--- src/rtl/seven_seg_scan_driver.sv ---
// Multiplexed common-anode seven-segment scanner for NUM_DIGITS digits.
// Provides its own refresh timebase, per-slot dead-time, per-digit blanking,
// PWM brightness and frame-aligned double buffering of every display input.
module seven_seg_scan_driver #(
   parameter int NUM_DIGITS  = 4,
   parameter int REFRESH_DIV = 65536,
   parameter int DEAD_CYCLES = 256,
   parameter int BRIGHT_W    = 4,
   localparam int SCAN_W     = ($clog2(NUM_DIGITS) > 1) ? $clog2(NUM_DIGITS) : 1,
   localparam int PRE_W      = $clog2(REFRESH_DIV)
) (
   input  logic                    clk,
   input  logic                    rst_n,
   input  logic [7*NUM_DIGITS-1:0] digits,
   input  logic [NUM_DIGITS-1:0]   dp_in,
   input  logic [NUM_DIGITS-1:0]   digit_en,
   input  logic [BRIGHT_W-1:0]     brightness,
   output logic [NUM_DIGITS-1:0]   an,
   output logic [6:0]              cathode,
   output logic                    dp,
   output logic [SCAN_W-1:0]       scan_idx,
   output logic                    frame_start
);

   logic [PRE_W-1:0]      r_pre_cnt;
   logic [SCAN_W-1:0]     r_scan_idx;

   logic [6:0]            r_dig_s [NUM_DIGITS];
   logic [NUM_DIGITS-1:0] r_dp_s;
   logic [NUM_DIGITS-1:0] r_en_s;
   logic [BRIGHT_W-1:0]   r_bright_s;

   logic [NUM_DIGITS-1:0] r_an;
   logic [6:0]            r_cathode;
   logic                  r_dp;
   logic                  r_frame_start;

   logic                  w_pre_last;
   logic                  w_scan_last;
   logic                  w_load;
   logic [BRIGHT_W-1:0]   w_phase;
   logic                  w_duty_on;
   logic                  w_active;
   logic [NUM_DIGITS-1:0] w_onehot;

   assign w_pre_last  = (r_pre_cnt == PRE_W'(REFRESH_DIV - 1));
   assign w_scan_last = (r_scan_idx == SCAN_W'(NUM_DIGITS - 1));
   // A frame begins when both counters sit at zero, including right after reset.
   assign w_load      = (r_pre_cnt == '0) && (r_scan_idx == '0);
   // PWM phase comes from the low prescaler bits, so each slot holds whole PWM periods.
   assign w_phase     = r_pre_cnt[BRIGHT_W-1:0];
   assign w_duty_on   = (&r_bright_s) || (w_phase < r_bright_s);
   assign w_active    = (r_pre_cnt >= PRE_W'(DEAD_CYCLES)) && r_en_s[r_scan_idx] && w_duty_on;
   assign w_onehot    = NUM_DIGITS'(1) << r_scan_idx;

   // Prescaler and digit slot counter; slot wraps explicitly for non-power-of-2 digit counts.
   always_ff @(posedge clk or negedge rst_n) begin
      if (!rst_n) begin
         r_pre_cnt  <= '0;
         r_scan_idx <= '0;
      end else begin
         if (w_pre_last) begin
            r_pre_cnt  <= '0;
            r_scan_idx <= w_scan_last ? '0 : r_scan_idx + SCAN_W'(1);
         end else begin
            r_pre_cnt  <= r_pre_cnt + PRE_W'(1);
         end
      end
   end

   // Shadow copies of the display inputs, refreshed only at the frame boundary.
   always_ff @(posedge clk or negedge rst_n) begin
      if (!rst_n) begin
         for (int k = 0; k < NUM_DIGITS; k++) begin
            r_dig_s[k] <= 7'h7F;
         end
         r_dp_s     <= '1;
         r_en_s     <= '0;
         r_bright_s <= '0;
      end else if (w_load) begin
         for (int k = 0; k < NUM_DIGITS; k++) begin
            r_dig_s[k] <= digits[7*k +: 7];
         end
         r_dp_s     <= dp_in;
         r_en_s     <= digit_en;
         r_bright_s <= brightness;
      end
   end

   // Registered pin drive; segments are forced dark whenever no anode is on.
   always_ff @(posedge clk or negedge rst_n) begin
      if (!rst_n) begin
         r_an          <= '1;
         r_cathode     <= 7'h7F;
         r_dp          <= 1'b1;
         r_frame_start <= 1'b0;
      end else begin
         r_frame_start <= w_load;
         if (w_active) begin
            r_an      <= ~w_onehot;
            r_cathode <= r_dig_s[r_scan_idx];
            r_dp      <= r_dp_s[r_scan_idx];
         end else begin
            r_an      <= '1;
            r_cathode <= 7'h7F;
            r_dp      <= 1'b1;
         end
      end
   end

   assign an          = r_an;
   assign cathode     = r_cathode;
   assign dp          = r_dp;
   assign scan_idx    = r_scan_idx;
   assign frame_start = r_frame_start;

endmodule

--- config.mk ---
export PLATFORM = sky130hd
export DESIGN_NAME = seven_seg_scan_driver
export DESIGN_NICKNAME = d
export VERILOG_FILES = /design/src/rtl/seven_seg_scan_driver.sv
export SDC_FILE = /design/constraint.sdc
export NUM_CORES = 1
export LEC_CHECK = 0
export ABC_CLOCK_PERIOD_IN_PS = 2400
export BUFFER_PORTS_ARGS = -buffer_cell sky130_fd_sc_hd__buf_4
export CAP_MARGIN = 10
export CORE_ASPECT_RATIO = 0.75
export CORE_MARGIN = 8
export CORE_UTILIZATION = 45
export DETAILED_ROUTE_END_ITERATION = 8
export PLACE_DENSITY = 0.66
export SLEW_MARGIN = 20
export SYNTH_ARGS = -nofsm -noshare
export SYNTH_HDL_FRONTEND = slang
export SYNTH_SLANG_ARGS = --single-unit
--- constraint.sdc ---
create_clock -name clk -period 2.4 [get_ports clk]
set_clock_uncertainty 0.05 [all_clocks]
set_input_delay 0.12 -clock clk [delete_from_list [all_inputs] [get_ports clk]]
set_output_delay 0.12 -clock clk [all_outputs]
set_load 0.03 [all_outputs]
==> results of run 1 <==
## sequential cells by signal, summed over array words and instances (netlist names)
register	cells
an	4
cathode	7
dp	1
frame_start	1
r_bright_s	4
r_dig_s	28
r_dp_s	4
r_en_s	4
r_pre_cnt	16
scan_idx	2
## worst paths after layout
check / slack, ns / cells past startpoint / to
setup / recovery: 0.43 / 6 / r_en_s[0]
hold / removal: 0.39 / 2 / r_bright_s[2]
setup reg to reg: 0.43 / 6 / r_en_s[0]
hold reg to reg: 0.46 / 1 / r_en_s[3]
max in group asynchronous: 1.33 / 2 / frame_start
min in group clk: 0.46 / 1 / r_en_s[3]
## what timing repair did
action                                 CTS  global route
hold buffers                            41             0
endpoints found under the hold margin   67             0
setup buffers                            0             0
## cell type report
type | instances | area [um^2] | area share, %
Sequential cell | 71 | 1830 | 40.5
Multi-Input combinational cell | 132 | 1450 | 32.0
Timing Repair Buffer | 101 | 873 | 19.3
Clock buffer | 13 | 170 | 3.76
Tap cell | 101 | 126 | 2.79
Clock inverter | 3 | 40.0 | 0.885
Inverter | 9 | 33.8 | 0.747
## per-layer routing
| metal | GRT usage, % | up-vias | wire, um |
|---|---|---|---|
| met3 | 5.14 | 8 | 330 |
| met5 | 0 | - | 0 |
| met2 | 20.9 | 45 | 3120 |
| li1 | - | 978 | - |
| met1 | 17.6 | 968 | 3110 |
| met4 | 4.63 | 0 | 95 |
## per-stage QoR
step / util [%] / hold WS (ns) / cell area, um^2
2_1_floorplan: - / -0.226 / 3360
3_3_place_gp: 53.5 / 0.239 / 3900
3_5_place_dp: 53.5 / 0.246 / 3900
4_1_cts: 62.0 / 0.415 / 4520
5_1_grt: 62.0 / 0.462 / 4520
6_report: 62.0 / 0.390 / 4520
## cells by family (layout without fill, tap and decap cells)
logic type / after synthesis / count (layout) / share of synthesized area [%]
xor+xnor: 13 / 13 / 3.39
fa+ha+maj: 9 / 9 / 3.35
compound gates: 5 / 5 / 1.19
mux: 51 / 51 / 24.7
flops: 71 / 71 / 54.5
buf+inv: 16 / 126 / 2.75
simple gates: 54 / 54 / 10.2
## synthesized netlist by cell type (2+ instances only)
cell and n:
nand2b_1 9, mux2_4 41, inv_1 9, nand3_2 2, buf_2 2, xor2_1 3, xnor2_1 10, dfstp_2 44
nand4_1 3, and3_1 2, dfrtp_1 27, mux4_2 9, nand2_1 11, nor3_1 3, ha_1 9, nor4_2 2
nor2_1 13, buf_6 4, nand4_2 2
## worst reg2reg max path, cell delays in order, from the launching register on
cell	delay, ns
dfrtp_1	0.38
inv_1	0.08
ha_1	0.17
nor4b_1	0.43
nand4_4	0.16
buf_12	0.24
mux2_4	0.36
## report_power, final
group	internal [mW]	leakage [nW]	switching (mW)
Clock	0.570	0.109	0.435
Sequential	1.25	0.807	0.0207
Combinational	0.142	1.19	0.0547
==> impl_metrics.toml, run 1 <==
[sta]
fmax_mhz = 508
maxSlewHeadroom_pct = 40.8
finalCriticalPeriod_ns = 1.97
fin_crit_sh_pct = 82.0
tns_ns = 0
rsz0062_at_grt = "false"
setup_viol = 0
drv_slew = 0
tightest_slew_ns = 0.888
hold_viol = 0
setup_ws_ns = 0.431

[final_layout]
drive_above_1_share_pct = 54.1
final_common_cell = "buf_4"
diodes = 0
instances_no_fill = 430
area_growth_syn_to_layout_pct = 34.5
fin_nets = 375
fill_cells = 576
final_cell_mix = "buf_4 (59), dfstp_2 (44), mux2_4 (41), dlygate4sd3_1 (41), dfrtp_1 (27)"

[placement]
place_ws_ns = 0.442
port_buffers = 56
place_inst = 373
dp_hpwl_mm = 4.27
routabilityCongestion = 0.747

[critical_path]
cp_max_fo = 41
required_ns = 2.58
reg2reg_from = "scan_idx[0]"
crit_buf_inv = 2
slowest_delay_ns = 0.42
crit_chain = "inv_1, ha_1, nor4b_1, nand4_4, buf_12, mux2_4"
endpoint_kind = "register"
crit_path_start = "scan_idx[0]"
cpLargestDelayFamily = "simple AND/OR/NAND/NOR gates"
start_kind = "register"
crit_type = "register to register"
critPathArrivalTime_ns = 2.15
slowest_stage = "nor4b_1"

[floorplan]
core_area_um2 = 7300
ios = 57
die_area_um2 = 10500
die_width_um = 116
die_h_um = 90.9
rows = 27
initial_utilization_pct = 46.1

[synthesis]
synth_area_leaders = "dfstp_2 (34%), dfrtp_1 (20%), mux2_4 (18%), mux4_2 (6.0%), ha_1 (3.3%)"
ys_seq_area_share_pct = 54.5
netlist_area_um2 = 3360
synthCells = 219
synth-edff-count = 0
ys_seq_elements = 71
synth_async_sr_flop_share_pct = 100
ys_types = 33
synthFlopType = "dfstp_2"
syn_nets = 270
synth_top_area_share_pct = 34.4
synth_top_area_cell = "dfstp_2"
avgSynthCellArea_um2 = 15.4
yosys_warnings = 0

[clock_tree]
cts-root-buf = "clkbuf_8"
clk_latency_ns = 0.34
clk_pin_slew_ns = 0.07
cts_tree = "built"
cts.sinks = 71
cts_max_path_buffers = 2
htree_levels = 3
post_cts_resize_count = 0
numCtsBuffers = 9

[detailed_routing]
initialDrtViolationCount = 59
vias_per_cell = 4.65
vias = 1999
antenna_left = 0
post_drt_wl_per_cell_um = 15.5
drc = 0
routed_wl_mm = 6.66
first_pass_iters = 4

[job]
maxCapViolations = 0

[power]
ir_worst_vdd_mv = 0.269
p_leak_nw = 2.10
p_per_area_nw_per_um2 = 547
p_total_mw = 2.48

[global_route]
grt_usage_pct = 13.8
grt_max_degree = 72
grt-ovfl-total = 0
antenna_found_initial = 0
grt_pass1_vias = 2193
grt_pass1_wl_mm = 11.2

[min_path]
hp-class = "input port to asynchronous set/reset pin"

[status]
outcome = "finished clean"
Note: power is estimated with default switching activity, not from simulation.
==> inputs of run 2 (changes only) <==
ABC_CLOCK_PERIOD_IN_PS = 1900   (was 2400)
clock period = 1.9 ns   (was 2.4 ns; I/O delays follow)
==> impl_metrics.toml, run 2 (synthesized netlist as in run 1, its figures left out) <==
[status]
outcome = "finished clean"

[global_route]
use_met3_pct = 4.74
use_met1_pct = 18.4
grt_pass1_wl_mm = 11.2
grt_pass1_vias = 2227
antenna_found_initial = 0
met2_usage_pct = 20.0
grt-ovfl-total = 0
grt_usage_pct = 13.7
grt_max_degree = 72
busiest_layer = "met2"

[clock_tree]
cts_tree = "built"
cts.sinks = 71
clk_latency_ns = 0.33
clk_pin_slew_ns = 0.06
numCtsBuffers = 9
htree_levels = 3
cts_max_path_buffers = 2
cts-root-buf = "clkbuf_8"

[floorplan]
ios = 57
rows = 27
core_area_um2 = 7300
die_width_um = 116
die_area_um2 = 10500
die_h_um = 90.9
initial_utilization_pct = 46.1

[detailed_routing]
antenna_left = 0
post_drt_wl_per_cell_um = 15.2
initialDrtViolationCount = 74
vias = 2057
first_pass_iters = 4
routed_wl_mm = 6.64
vias_per_cell = 4.70
drc = 0

[sta]
setup_viol = 0
fin_crit_sh_pct = 95.3
rsz0062_at_grt = "false"
maxSlewHeadroom_pct = 41.6
tightest_slew_ns = 0.876
hold_viol = 0
fmax_mhz = 552
setup_ws_ns = 0.0900
drv_slew = 0
finalCriticalPeriod_ns = 1.81

[power]
p_total_mw = 2.87
p_leak_nw = 2.13
p_per_area_nw_per_um2 = 628
ir_worst_vdd_mv = 0.360

[critical_path]
r2r_cells = 6
ff2ff_setup_slack_ns = 0.09
crit_chain = "inv_1, ha_1, nor4b_2, nand4_4, buf_12, mux2_4"
slowest_stage = "dfrtp_1"
slowest_delay_ns = 0.44
endpoint_kind = "register"
worstSetupPathDepth = 6
crit_end = "r_bright_s[0]"
reg2reg_from = "r_pre_cnt[0]"
crit_type = "register to register"
required_ns = 2.06
crit_path_start = "r_pre_cnt[0]"
cpLargestDelayFamily = "flip-flops"
start_kind = "register"
critPathArrivalTime_ns = 1.97
cp_max_fo = 41
crit_buf_inv = 2
crit-reg2reg-capture = "r_bright_s[0]"

[placement]
place_ws_ns = 0.0931
placed_area_um2 = 4010
port_buffers = 56
dp_hpwl_mm = 4.51
routabilityCongestion = 0.755

[job]
maxCapViolations = 0

[final_layout]
largest_register_ffs = 28
final_cell_mix = "buf_4 (68), dfstp_2 (44), mux2_4 (41), dlygate4sd3_1 (41), dfrtp_1 (25)"
area_growth_syn_to_layout_pct = 36.0
finalInstanceArea_um2 = 4570
drive_above_1_share_pct = 56.7
fin_nets = 384
final_core_utilization_pct = 62.7
diodes = 0
final_common_cell = "buf_4"
top_register = "r_dig_s"

[min_path]
hp-class = "input port to asynchronous set/reset pin"
-- run 2: cell types whose count changed in the layout (fill, tap and decap cells not counted) --
cell / previous run / this run
buf_4: 59 / 68
clkbuf_1: 2 / 3
dfrtp_2: 0 / 2
bufinv_16: 1 / 0
ha_4: 0 / 1
dfrtp_1: 27 / 25
clkbuf_16: 1 / 0
inv_4: 0 / 2
ha_1: 9 / 8
inv_1: 9 / 7
nor4b_1: 1 / 0
nor4b_4: 0 / 1
-- run 2: how the worst min path moves through the flow --
stage / from / endpoint / slack, ns / cells past startpoint
2_1_floorplan: rst_n / frame_start / -0.25 / 0
3_3_place_gp: rst_n / r_bright_s[2] / 0.22 / 1
3_5_place_dp: rst_n / r_bright_s[2] / 0.22 / 1
4_1_cts: rst_n / r_bright_s[2] / 0.41 / 2
5_1_grt: rst_n / r_bright_s[2] / 0.44 / 2
6_report: rst_n / r_bright_s[2] / 0.35 / 2
-- run 2: power by group --
group          internal, mW  switching (mW)
logic                 0.180          0.0709
registers              1.58          0.0264
clock network         0.500           0.510
-- run 2: per-stage QoR --
step	hold WS, ns	TNS (ns)	cells
after floorplan	-0.251	-0.0125	219
after global placement	0.218	0	382
after detailed placement	0.223	0	382
after CTS	0.407	0	438
after global routing	0.436	0	438
final	0.350	0	438
-- run 2: cell type report --
type | instances | area (um^2)
Timing Repair Buffer | 110 | 941
Tap cell | 101 | 126
Clock buffer | 13 | 149
Inverter | 9 | 38.8
Fill cell | 572 | 2720
Clock inverter | 2 | 10.0
Sequential cell | 71 | 1830
Multi-Input combinational cell | 132 | 1480
-- run 2: per-layer routing --
layer / wire [um] / share of wire, %
met3: 320 / 4.8
met4: 40 / 0.60
met5: 0 / 0
met2: 3120 / 47
met1: 3160 / 48
-- run 2: what timing repair did --
action / in CTS / in global routing
endpoints found under the hold margin: 67 / 0
buffers inserted: 0 / 0
endpoints found under the setup margin: 0 / 0
hold buffers: 41 / 0
gates resized for setup: 0 / 0
==> inputs of run 3 (changes only) <==
CORE_MARGIN = 10   (was 8)
==> impl_metrics.toml, run 3 (synthesized netlist as in run 1, its figures left out) <==
[status]
outcome = "finished clean"

[critical_path]
start_kind = "register"
critPathArrivalTime_ns = 1.99
required_ns = 2.08
ff2ff_setup_slack_ns = 0.09
reg2reg_from = "r_pre_cnt[0]"
crit_type = "register to register"
crit-reg2reg-capture = "r_bright_s[3]"
r2r_cells = 6
cp_max_fo = 41
endpoint_kind = "register"

[sta]
setup_ws_ns = 0.0862
rsz0062_at_grt = "false"
finalCriticalPeriod_ns = 1.81
fmax_mhz = 551
maxSlewHeadroom_pct = 74.2
fin_crit_sh_pct = 95.5
drv_slew = 0
hold_viol = 0
setup_viol = 0
tightest_slew_ns = 0.378

[final_layout]
final_common_cell = "buf_4"
fill_cells = 573
largest_register_ffs = 28
diodes = 0
fin_nets = 381
top_register = "r_dig_s"
area_growth_syn_to_layout_pct = 36.6
instances_no_fill = 436
final_cell_mix = "buf_4 (63), dfstp_2 (44), mux2_4 (41), dlygate4sd3_1 (41), dfrtp_1 (25)"
drive_above_1_share_pct = 57.0

[clock_tree]
clk_pin_slew_ns = 0.07
clk_latency_ns = 0.34
cts_tree = "built"
cts_max_path_buffers = 2
cts.sinks = 71
cts-root-buf = "clkbuf_8"
htree_levels = 3
postCtsSetupBuffers = 0
numCtsBuffers = 9

[floorplan]
die_area_um2 = 11400
initial_utilization_pct = 46.1
core_area_um2 = 7300
rows = 27
die_h_um = 94.9
ios = 57
die_width_um = 120

[power]
p_per_area_nw_per_um2 = 631
ir_worst_vdd_mv = 0.384
p_leak_nw = 2.13
p_total_mw = 2.90

[global_route]
grt_max_degree = 72
grt_pass1_wl_mm = 11.2
grt_pass1_vias = 2274
grt-ovfl-total = 0
antenna_found_initial = 0
grt_usage_pct = 12.4

[detailed_routing]
drc = 0
antenna_left = 0
vias = 2059
post_drt_wl_per_cell_um = 15.6
routed_wl_mm = 6.81
initialDrtViolationCount = 73
first_pass_iters = 4
vias_per_cell = 4.72

[placement]
dp_hpwl_mm = 4.48
port_buffers = 56
place_inst = 379
place_ws_ns = 0.0735
routabilityCongestion = 0.762

[job]
maxCapViolations = 0

[min_path]
hp-class = "input port to asynchronous set/reset pin"
==> run 3: cell types whose count changed in the layout (fill, tap and decap cells not counted) <==
cell      change
buf_12        +2
clkinv_2      +3
nor4b_2       -1
clkbuf_1      -2
nor4b_4       +1
buf_4         -5
==> run 3: final cells by class <==
cell class | instances | area, um^2 | area share (%)
Clock inverter | 5 | 25.0 | 0.545
Clock buffer | 11 | 141 | 3.08
Multi-Input combinational cell | 132 | 1480 | 32.3
Tap cell | 101 | 126 | 2.75
Inverter | 9 | 38.8 | 0.844
Sequential cell | 71 | 1830 | 39.9
Timing Repair Buffer | 107 | 943 | 20.5
==> run 3: how the worst max path moves through the flow <==
stage / to / depth (start not counted) / from
global route: r_bright_s[3] / 6 / r_pre_cnt[0]
finish: r_bright_s[3] / 6 / r_pre_cnt[0]
global placement: r_bright_s[3] / 6 / r_pre_cnt[0]
floorplan: r_bright_s[0] / 7 / scan_idx[0]
CTS: r_en_s[3] / 6 / r_pre_cnt[0]
detailed placement: r_en_s[3] / 6 / r_pre_cnt[0]
==> run 3: per-stage QoR <==
| step | area, um^2 | TNS, ns | hold WS (ns) | util [%] |
|---|---|---|---|---|
| 4_1_cts | 4580 | 0 | 0.254 | 62.8 |
| 3_5_place_dp | 4010 | 0 | 0.0821 | 54.9 |
| 6_report | 4590 | 0 | 0.247 | 62.9 |
| 2_1_floorplan | 3420 | -0.0125 | -0.251 | - |
| 5_1_grt | 4590 | 0 | 0.281 | 62.9 |
| 3_3_place_gp | 4010 | 0 | 0.0850 | 54.9 |
==> run 3: power by group <==
| group | switching, mW | internal (mW) | total, mW |
|---|---|---|---|
| sequential | 0.0268 | 1.58 | 1.61 |
| combinational | 0.0723 | 0.184 | 0.257 |
| clock | 0.533 | 0.498 | 1.03 |
==> run 3: worst max-delay path, stage by stage (launching register included) <==
cell and delay [ns]:
dfrtp_1 0.42, inv_1 0.07, ha_1 0.20, nor4b_4 0.14, nand4_4 0.12, buf_12 0.29, mux2_2 0.38
==> run 3: what timing repair did <==
item,CTS,global route
endpoints found under the setup margin,0,4
gates resized for setup,0,1
endpoints found under the hold margin,75,0
hold buffers,41,0
==> run 3: layer usage <==
layer  GRT usage [%]  up-vias  wire length, um
met5               0        -                0
met2            18.8       49             3150
met1            16.1     1012             3230
met4            3.31        0               59
met3            5.13        8              378
li1                -      990                -
